**src/rtl/cdb_arbiter_pkg.sv**
```systemverilog
// Shared CDB definitions: widths, the broadcast packet type and round-robin helper.
// The issue queue imports the same package so tag widths stay in lockstep.
package cdb_arbiter_pkg;

  localparam int NUM_SRC = 4;
  localparam int TAG_W   = 6;
  localparam int DATA_W  = 32;

  typedef struct packed {
    logic [TAG_W-1:0]  tag;
    logic [DATA_W-1:0] data;
  } cdb_pkt_t;

  // Pointer to the source after the granted one, wrapping mod 4.
  function automatic logic [1:0] rr_next(input logic [1:0] idx);
    return idx + 2'd1;
  endfunction

endpackage

```
**src/rtl/cdb_arbiter_if.sv**
```systemverilog
// Result sources and Common Data Bus signals between the FUs and the broadcast arbiter.
interface cdb_arbiter_if import cdb_arbiter_pkg::*; ();

  logic [NUM_SRC-1:0]        src_valid;
  logic [NUM_SRC*TAG_W-1:0]  src_tag;
  logic [NUM_SRC*DATA_W-1:0] src_data;
  logic [NUM_SRC-1:0]        src_ready;
  logic                      CDB_valid;
  logic [TAG_W-1:0]          CDB_tag;
  logic [DATA_W-1:0]         CDB_data;

  modport master (
    output src_valid, src_tag, src_data,
    input  src_ready, CDB_valid, CDB_tag, CDB_data
  );

  modport slave (
    input  src_valid, src_tag, src_data,
    output src_ready, CDB_valid, CDB_tag, CDB_data
  );

endinterface

```
**src/rtl/cdb_src_fifo.sv**
```systemverilog
// Two-entry result buffer for one functional unit; a full buffer refuses pushes
// even when it is popped in the same cycle.
module cdb_src_fifo import cdb_arbiter_pkg::*; (
  input  logic       clk,
  input  logic       reset,
  input  logic       flush,
  input  logic       push,
  input  logic       pop,
  input  cdb_pkt_t   wr_pkt,
  output cdb_pkt_t   head,
  output logic [1:0] count,
  output logic       ready
);

  cdb_pkt_t   mem_r [2];
  logic       wr_ptr_r;
  logic       rd_ptr_r;
  logic [1:0] count_r;
  logic       push_s;
  logic       pop_s;

  assign ready  = (count_r < 2'd2) && !reset && !flush;
  assign push_s = push && ready;
  assign pop_s  = pop && (count_r != 2'd0) && !reset && !flush;
  assign head   = mem_r[rd_ptr_r];
  assign count  = count_r;

  // Storage, pointers and occupancy; reset and flush both empty the buffer.
  always_ff @(posedge clk) begin
    if (reset || flush) begin
      mem_r[0] <= '0;
      mem_r[1] <= '0;
      wr_ptr_r <= 1'b0;
      rd_ptr_r <= 1'b0;
      count_r  <= 2'd0;
    end else begin
      if (push_s) begin
        mem_r[wr_ptr_r] <= wr_pkt;
        wr_ptr_r        <= ~wr_ptr_r;
      end
      if (pop_s) begin
        rd_ptr_r <= ~rd_ptr_r;
      end
      count_r <= count_r + {1'b0, push_s} - {1'b0, pop_s};
    end
  end

endmodule

```
**src/rtl/cdb_arbiter.sv**
```systemverilog
// Round-robin arbiter over four result buffers driving the registered Common Data Bus.
module cdb_arbiter import cdb_arbiter_pkg::*; (
  input  logic          clk,
  input  logic          reset,
  input  logic          flush,
  cdb_arbiter_if.slave  bus
);

  cdb_pkt_t           head_s   [NUM_SRC];
  cdb_pkt_t           wr_pkt_s [NUM_SRC];
  logic [1:0]         count_s  [NUM_SRC];
  logic [NUM_SRC-1:0] req_s;
  logic [NUM_SRC-1:0] grant_s;
  logic [NUM_SRC-1:0] ready_s;
  logic               grant_any_s;
  logic [1:0]         grant_idx_s;
  logic [1:0]         cand_s;
  logic [1:0]         rr_ptr_r;
  logic               cdb_valid_r;
  logic [TAG_W-1:0]   cdb_tag_r;
  logic [DATA_W-1:0]  cdb_data_r;

  for (genvar g = 0; g < NUM_SRC; g++) begin : g_src
    assign wr_pkt_s[g].tag  = bus.src_tag[g*TAG_W +: TAG_W];
    assign wr_pkt_s[g].data = bus.src_data[g*DATA_W +: DATA_W];
    assign req_s[g]         = (count_s[g] != 2'd0);

    cdb_src_fifo u_fifo (
      .clk    (clk),
      .reset  (reset),
      .flush  (flush),
      .push   (bus.src_valid[g]),
      .pop    (grant_s[g]),
      .wr_pkt (wr_pkt_s[g]),
      .head   (head_s[g]),
      .count  (count_s[g]),
      .ready  (ready_s[g])
    );
  end

  assign bus.src_ready = ready_s;
  assign bus.CDB_valid = cdb_valid_r;
  assign bus.CDB_tag   = cdb_tag_r;
  assign bus.CDB_data  = cdb_data_r;

  // First requester at or after rr_ptr wins; pops are suppressed under reset/flush.
  always_comb begin
    grant_s     = '0;
    grant_any_s = 1'b0;
    grant_idx_s = rr_ptr_r;
    cand_s      = rr_ptr_r;
    for (int k = 0; k < NUM_SRC; k++) begin
      cand_s = rr_ptr_r + 2'(k);
      if (!grant_any_s && req_s[cand_s]) begin
        grant_any_s = 1'b1;
        grant_idx_s = cand_s;
      end else begin
        grant_any_s = grant_any_s;
      end
    end
    if (grant_any_s && !reset && !flush) begin
      grant_s[grant_idx_s] = 1'b1;
    end else begin
      grant_s = '0;
    end
  end

  // Broadcast register and round-robin pointer; flush clears the bus but keeps rr_ptr.
  always_ff @(posedge clk) begin
    if (reset) begin
      rr_ptr_r    <= 2'd0;
      cdb_valid_r <= 1'b0;
      cdb_tag_r   <= '0;
      cdb_data_r  <= '0;
    end else if (flush) begin
      cdb_valid_r <= 1'b0;
      cdb_tag_r   <= '0;
      cdb_data_r  <= '0;
    end else if (grant_any_s) begin
      rr_ptr_r    <= rr_next(grant_idx_s);
      cdb_valid_r <= 1'b1;
      cdb_tag_r   <= head_s[grant_idx_s].tag;
      cdb_data_r  <= head_s[grant_idx_s].data;
    end else begin
      cdb_valid_r <= 1'b0;
      cdb_tag_r   <= '0;
      cdb_data_r  <= '0;
    end
  end

endmodule

```
**src/flat_wrapper.sv**
```systemverilog
// flat-port wrapper written by rule: the top's interface ports become plain ports
module cdb_arbiter_flat import cdb_arbiter_pkg::*;
  (clk, reset, flush, bus_src_valid, bus_src_tag, bus_src_data, bus_src_ready, bus_CDB_valid, bus_CDB_tag, bus_CDB_data);
  cdb_arbiter_if bus_i ();
  input  logic clk;
  input  logic reset;
  input  logic flush;
  input wire logic [$bits(bus_i.src_valid)-1:0] bus_src_valid;
  input wire logic [$bits(bus_i.src_tag)-1:0] bus_src_tag;
  input wire logic [$bits(bus_i.src_data)-1:0] bus_src_data;
  output wire logic [$bits(bus_i.src_ready)-1:0] bus_src_ready;
  output wire logic [$bits(bus_i.CDB_valid)-1:0] bus_CDB_valid;
  output wire logic [$bits(bus_i.CDB_tag)-1:0] bus_CDB_tag;
  output wire logic [$bits(bus_i.CDB_data)-1:0] bus_CDB_data;
  assign bus_i.src_valid = bus_src_valid;
  assign bus_i.src_tag = bus_src_tag;
  assign bus_i.src_data = bus_src_data;
  assign bus_src_ready = bus_i.src_ready;
  assign bus_CDB_valid = bus_i.CDB_valid;
  assign bus_CDB_tag = bus_i.CDB_tag;
  assign bus_CDB_data = bus_i.CDB_data;
  cdb_arbiter u_core (.clk(clk), .reset(reset), .flush(flush), .bus(bus_i));
endmodule
```
**config.mk**
```make
export PLATFORM = sky130hd
export DESIGN_NAME = cdb_arbiter_flat
export DESIGN_NICKNAME = d
export VERILOG_FILES = /design/src/rtl/cdb_arbiter_pkg.sv /design/src/rtl/cdb_arbiter_if.sv /design/src/rtl/cdb_src_fifo.sv /design/src/rtl/cdb_arbiter.sv /design/src/flat_wrapper.sv
export SDC_FILE = /design/constraint.sdc
export NUM_CORES = 1
export LEC_CHECK = 0
export ABC_AREA = 1
export CORE_ASPECT_RATIO = 1.25
export CORE_MARGIN = 5
export CORE_UTILIZATION = 51
export DETAILED_ROUTE_END_ITERATION = 16
export PLACE_DENSITY_LB_ADDON = 0.15
export SLEW_MARGIN = 40
export SYNTH_ARGS = -nofsm -noshare
export SYNTH_HDL_FRONTEND = slang
export SYNTH_SLANG_ARGS = --single-unit
```
**constraint.sdc**
```tcl
create_clock -name clk -period 2.8 [get_ports clk]
set_clock_uncertainty 0.05 [all_clocks]
set_input_delay 0.56 -clock clk [delete_from_list [all_inputs] [get_ports clk]]
set_output_delay 0.56 -clock clk [all_outputs]
set_load 0.01 [all_outputs]
```
==> results of run 1 <==
## area by class of cell
class / count / area (sq um) / share of cell area, %
well taps: 412 / 515.5 / 2.548
flip-flops and latches: 365 / 10360 / 51.20
multi-input cells: 918 / 4977 / 24.60
clock buffers: 59 / 1111 / 5.492
clock inverters: 8 / 76.32 / 0.3773
repair buffers: 243 / 2485 / 12.28
inverters: 188 / 708.2 / 3.501
## cell families (layout without fill, tap and decap cells)
| kind of cell | Yosys count | count (layout) | share of synthesized area [%] |
|---|---|---|---|
| mux | 152 | 152 | 10.10 |
| simple gates | 663 | 663 | 15.89 |
| fa+ha+maj | 8 | 8 | 0.6076 |
| compound gates | 91 | 91 | 3.190 |
| flops | 365 | 365 | 62.83 |
| xor+xnor | 4 | 4 | 0.2127 |
| buf+inv | 272 | 498 | 7.170 |
## how the worst max path moves through the flow
stage               startpoint                                                to
global placement         flush                                  bus_src_ready[0]
detailed placement       flush                                  bus_src_ready[1]
floorplan                flush  u_core.g_src[0].u_fifo.mem_r[1][0]$_SDFFCE_PN0P_
CTS                      flush                                  bus_src_ready[3]
finish                   flush                                  bus_src_ready[1]
global route             flush                                  bus_src_ready[1]
## tightest hold or removal path, cell delays in order, from the launching register on
cell     delay, ps
dfxtp_1        310
inv_1           60
a21oi_1         50
## report_power, final
part	switching, mW	internal, mW
combinational	3.92	1.93
sequential	0.201	6.33
clock	1.97	2.82
## registers in the layout, summed over array words and instances, names as in the netlist, named ones only
register                      cells
u_core.g_src.u_fifo.mem_r       304
u_core.bus.CDB_data              32
u_core.g_src.u_fifo.count         8
u_core.bus.CDB_tag                6
u_core.g_src.u_fifo.rd_ptr_r      4
u_core.g_src.u_fifo.wr_ptr_r      4
u_core.rr_ptr_r                   2
u_core.bus.CDB_valid              1
## placed cells by master (no fill, tap or decap), types with 10 or more instances in the layout
| cell type | instances |
|---|---|
| edfxtp_1 | 304 |
| nand2_2 | 13 |
| nand3_1 | 15 |
| o21ai_1 | 30 |
| nand4_1 | 10 |
| clkbuf_16 | 39 |
| a21oi_1 | 37 |
| buf_4 | 30 |
| buf_12 | 12 |
| nor2_1 | 323 |
| clkdlybuf4s50_1 | 198 |
| clkbuf_1 | 14 |
| inv_1 | 183 |
| mux2i_1 | 38 |
| nand2_1 | 287 |
| mux2_2 | 114 |
| dfxtp_1 | 55 |
## per-stage QoR
| stage | hold WS, ps | std cells | setup slack (ps) |
|---|---|---|---|
| global route | 454.2 | 2193 | 9.594 |
| global placement | 404.2 | 2126 | -6.745 |
| finish | 418.9 | 2193 | 67.37 |
| CTS | 423.7 | 2193 | 52.90 |
| detailed placement | 414.0 | 2126 | -15.87 |
| floorplan | 393.5 | 1555 | -20.38 |
## per-layer routing
layer / wire length [um] / vias up
met3: 2244 / 41
met5: 0 / -
li1: - / 5445
met4: 695 / 0
met2: 17970 / 311
met1: 16200 / 5196
## repair_timing
item / CTS / global route
resized for setup: 2 / 7
cloned: 0 / 0
endpoints found under the setup margin: 2 / 7
==> impl_metrics.json, run 1 <==
{
  "async_reset_ff_share_pct": 0,
  "htree_levels": 2,
  "synthToLayoutAreaGrowth_pct": 22.81,
  "grt_use_met2_pct": 33.62,
  "drc": 0,
  "maxSlewViolCount": 0,
  "vias_per_cell": 5.013,
  "fmax_mhz": 365.9,
  "post_cts_buffers": 0,
  "antenna_found_initial": 0,
  "crit_arrival_ps": 2120,
  "row_count": 73,
  "ys_top_cells_by_count": "nor2_1, edfxtp_1, nand2_1",
  "die_area_sq_um": 36020,
  "grt_pass1_vias": 11020,
  "drt_pass1_iterations": 5,
  "cts_tree": "done",
  "cp.depth": 6,
  "slew_headroom_pct": 61.46,
  "drt_wl_total_um": 37110,
  "die_x_um": 170.8,
  "grt_setup_unrepaired": "false",
  "ys.warnings.count": 0,
  "clock_path_buffers": 3,
  "start_kind": "input pin",
  "yosysSeqAreaShare_pct": 62.83,
  "synth.distinct_cells": 31,
  "dp_hpwl_um": 25700,
  "holdPathStages": 2,
  "slowest_delay_ps": 560,
  "gr-total-overflow": 0,
  "min_from": "u_core.g_src[0].u_fifo.wr_ptr_r$_SDFFE_PP0P_",
  "netlist.area_leader.share_pct": 55.42,
  "syn_nets": 1722,
  "netlist_area_sq_um": 16470,
  "cts_made_buffers": 37,
  "synth_area_per_cell_sq_um": 10.59,
  "start_util_pct": 51.68,
  "die_h_um": 210.9,
  "finalSetupViolCount": 0,
  "antenna_left": 0,
  "reg2reg_depth": 15,
  "io_pins": 202,
  "clkSinkCount": 365,
  "n_antenna_cell": 0,
  "reg2reg_from": "u_core.rr_ptr_r[0]$_SDFFE_PP0P_",
  "maxCapViolCount": 0,
  "insertion_delay_ps": 510,
  "crit_chain": "clkdlybuf4s50_1 > nor2_4 > clkinv_1 > buf_4 > nor2_2 > clkdlybuf4s50_1",
  "ys.flop_type": "edfxtp_1",
  "power_mw": 17.17,
  "r2r_setup_slack_ps": 220,
  "period_share_pct": 97.59,
  "gp_congestion": 0.7993,
  "hold_path_class": "reg -> reg",
  "cts_root_buffer": "clkbuf_16",
  "grt_pass1_wl_um": 58320,
  "n_fill_cell": 2610,
  "hold_path_end": "u_core.g_src[0].u_fifo.wr_ptr_r$_SDFFE_PP0P_",
  "met1_usage_pct": 28.65,
  "cp_top_family": "buffers and inverters",
  "drt_iter0_markers": 947,
  "path_class": "in -> out",
  "synthTopCellsByArea": "edfxtp_1, mux2_2, nor2_1",
  "powerDensity_nw_per_um2": 848.6,
  "yosysMostFrequentCell": "nor2_1",
  "vias": 10990,
  "synthCells": 1555,
  "wl_per_cell_um": 16.92,
  "core_area_sq_um": 31880,
  "drive_above_1_share_pct": 14.77,
  "path_buf_inv": 4,
  "synth_seq_cells": 365,
  "dpl-instance-area_sq_um": 19020,
  "hold_buffers": 0,
  "grt-busiest-layer": "met2",
  "finalInstanceArea_sq_um": 20230,
  "nets": 1920,
  "grt_max_degree": 91,
  "synth_edf_count": 304,
  "period_minus_slack_ps": 2733,
  "track_usage_pct": 20.42,
  "outcome": "completed",
  "utilization_pct": 63.47,
  "path_common_cell": "clkdlybuf4s50_1",
  "grt_util_met3_pct": 3.295,
  "r2r_end": "u_core.g_src[2].u_fifo.count[1]$_SDFF_PP0_",
  "hold_viol_final": 0,
  "clkTransAtPathRegs_ps": 60,
  "leakage_nw": 8.710,
  "yosysTopAreaCell": "edfxtp_1",
  "tightest_slew_ps": 578.1,
  "crit_slowest_cell": "clkdlybuf4s50_1",
  "cp_max_fo": 8,
  "tns_ps": 0,
  "portBuffers": 201,
  "ir_drop_uv": 1268,
  "end_kind": "output port",
  "required_ps": 2190
}
No activity file was read; power rests on OpenSTA's default activity.
==> run 2, diff against run 1 <==
- ABC_AREA: 1 -> default
- CORE_UTILIZATION: 51 -> 50
==> impl_metrics.json, run 2 <==
{
  "outcome": "completed",
  "regMostFlops": "u_core.g_src.u_fifo.mem_r",
  "htree_levels": 2,
  "tightest_slew_ps": 774.9,
  "die_x_um": 169.9,
  "fin_hold_ws_ps": 472.0,
  "period_minus_slack_ps": 2684,
  "start_util_pct": 50.43,
  "tns_ps": 0,
  "path_class": "in -> out",
  "powerDensity_nw_per_um2": 613.4,
  "synth_edf_count": 304,
  "stdcell_count": 1800,
  "largest_reg_flops": 304,
  "io_pins": 202,
  "leakage_nw": 7.813,
  "grt_pass1_wl_um": 58340,
  "grt_max_degree": 43,
  "ys_top_cells_by_count": "edfxtp_1, and2_1, and3_1",
  "r2r_end": "u_core.g_src[2].u_fifo.count[1]$_SDFF_PP0_",
  "core_area_sq_um": 31690,
  "dp_cells": 1732,
  "n_fill_cell": 2410,
  "clock_path_buffers": 3,
  "start_kind": "input pin",
  "slew_headroom_pct": 48.27,
  "drt_pass1_iterations": 6,
  "die_h_um": 209.9,
  "required_ps": 2190,
  "grt_setup_unrepaired": "false",
  "synthCells": 1171,
  "async_reset_ff_share_pct": 0,
  "final_common_cell": "edfxtp_1",
  "min_from": "u_core.g_src[1].u_fifo.rd_ptr_r$_SDFFE_PP0P_",
  "synth.distinct_cells": 50,
  "cts_made_buffers": 36,
  "antenna_found_initial": 2,
  "clkTransAtPathRegs_ps": 60,
  "reg2reg_from": "u_core.rr_ptr_r[1]$_SDFFE_PP0P_",
  "grt_pass1_vias": 10290,
  "yosysSeqAreaShare_pct": 64.75,
  "pre_cts_ws_ps": 87.37,
  "yosysMostFrequentCell": "edfxtp_1",
  "cp_max_fo": 7,
  "netlist_area_sq_um": 15980,
  "maxSlewViolCount": 0,
  "track_usage_pct": 21.15,
  "nets": 1525,
  "drive_above_1_share_pct": 14.07,
  "utilization_pct": 62.60,
  "cts_resized": 0,
  "maxCapViolCount": 0,
  "reg2reg_depth": 10,
  "portBuffers": 201,
  "netlist.area_leader.share_pct": 57.11,
  "wl_per_cell_um": 21.41,
  "r2r_setup_slack_ps": 230,
  "end_kind": "output port",
  "finalInstanceArea_sq_um": 19840,
  "die_area_sq_um": 35670,
  "synth_seq_cells": 365,
  "dpl-instance-area_sq_um": 18640,
  "vias_per_cell": 5.572,
  "post_cts_buffers": 0,
  "row_count": 73,
  "syn_nets": 1338,
  "drc": 0,
  "finalSetupViolCount": 0,
  "cts_root_buffer": "clkbuf_16",
  "synthTopCellsByArea": "edfxtp_1, dfxtp_1, and2_1",
  "crit_arrival_ps": 2070,
  "gp_congestion": 0.8155,
  "ys.flop_type": "edfxtp_1",
  "ys.warnings.count": 0,
  "drt_iter0_markers": 856,
  "hold_viol_final": 0,
  "clkSinkCount": 365,
  "antenna_left": 0,
  "cts_tree": "done",
  "power_mw": 12.17,
  "gr-total-overflow": 0,
  "dp_hpwl_um": 26200,
  "fmax_mhz": 372.6,
  "synth_area_per_cell_sq_um": 13.65,
  "holdPathStages": 2,
  "vias": 10030,
  "yosysTopAreaCell": "edfxtp_1",
  "hold_path_class": "reg -> reg",
  "synthToLayoutAreaGrowth_pct": 24.12,
  "ir_drop_uv": 366.3,
  "hold_buffers": 0,
  "drt_wl_total_um": 38540,
  "period_share_pct": 95.86,
  "fin_ws_ps": 116.1,
  "insertion_delay_ps": 530,
  "final_cell_mix": "edfxtp_1, clkdlybuf4s50_1, and2_1, and3_1"
}
[run 2: cell types whose count changed after synthesis, moves of 24 or more]
cell / previous run / this run
and3_1: 0 / 153
nand2_1: 295 / 2
mux2_2: 114 / 76
inv_1: 183 / 8
o22a_1: 0 / 38
nor2_1: 327 / 33
a22oi_1: 0 / 38
o21ai_1: 30 / 2
clkbuf_1: 39 / 63
and2_1: 0 / 161
mux2i_1: 38 / 76
[run 2: cell type report]
type,instances,area (sq um),area share [%]
inverter,9,33.78,0.1703
antenna,2,5.005,0.02523
multi-input combinational,699,5239,26.41
sequential,365,10350,52.18
clock buffer,50,1026,5.172
timing repair buffer,247,2495,12.58
clock inverter,16,172.7,0.8703
tap,412,515.5,2.598
[run 2: worst max path at each step]
stage	endpoint	start	depth (start not counted)	slack, ps
floorplan	u_core.g_src[2].u_fifo.mem_r[0][0]$_SDFFCE_PN0P_	flush	5	170
global placement	bus_src_ready[2]	flush	4	110
detailed placement	bus_src_ready[2]	flush	4	90
CTS	bus_src_ready[2]	flush	4	90
global route	u_core.g_src[1].u_fifo.count[1]$_SDFF_PP0_	u_core.rr_ptr_r[0]$_SDFFE_PP0P_	10	50
finish	bus_src_ready[2]	flush	4	120
[run 2: logic make-up (layout without fill, tap and decap cells)]
group,after synthesis,in the layout,share of synthesized area [%]
DFF,365,365,64.75
muxes,152,152,10.11
adders and majority gates,8,8,0.6262
and+or+nand+nor,376,376,14.25
AOI/OAI and AO/OA,148,148,6.474
xor gates and xnor gates,15,15,0.8219
other,0,2,0
buffers and inverters,107,322,2.967
[run 2: report_power, final]
part | leakage (nW) | total, mW | switching, mW | internal [mW]
Clock | 0.576 | 4.87 | 2.01 | 2.86
Sequential | 3.89 | 6.24 | 0.0867 | 6.16
Combinational | 3.34 | 1.06 | 0.553 | 0.502
Total | 7.81 | 12.2 | 2.65 | 9.52
[run 2: routing by layer]
layer	part of all wire (%)	track usage [%]
met2	49	35.18
met3	5.5	2.939
met1	43	29.16
met5	0	0
met4	2.3	6.309
[run 2: worst max-delay path: stages]
cell	delay, ps
clkdlybuf4s50_1	440
or2_2	390
nor2_1	130
clkdlybuf4s50_1	550
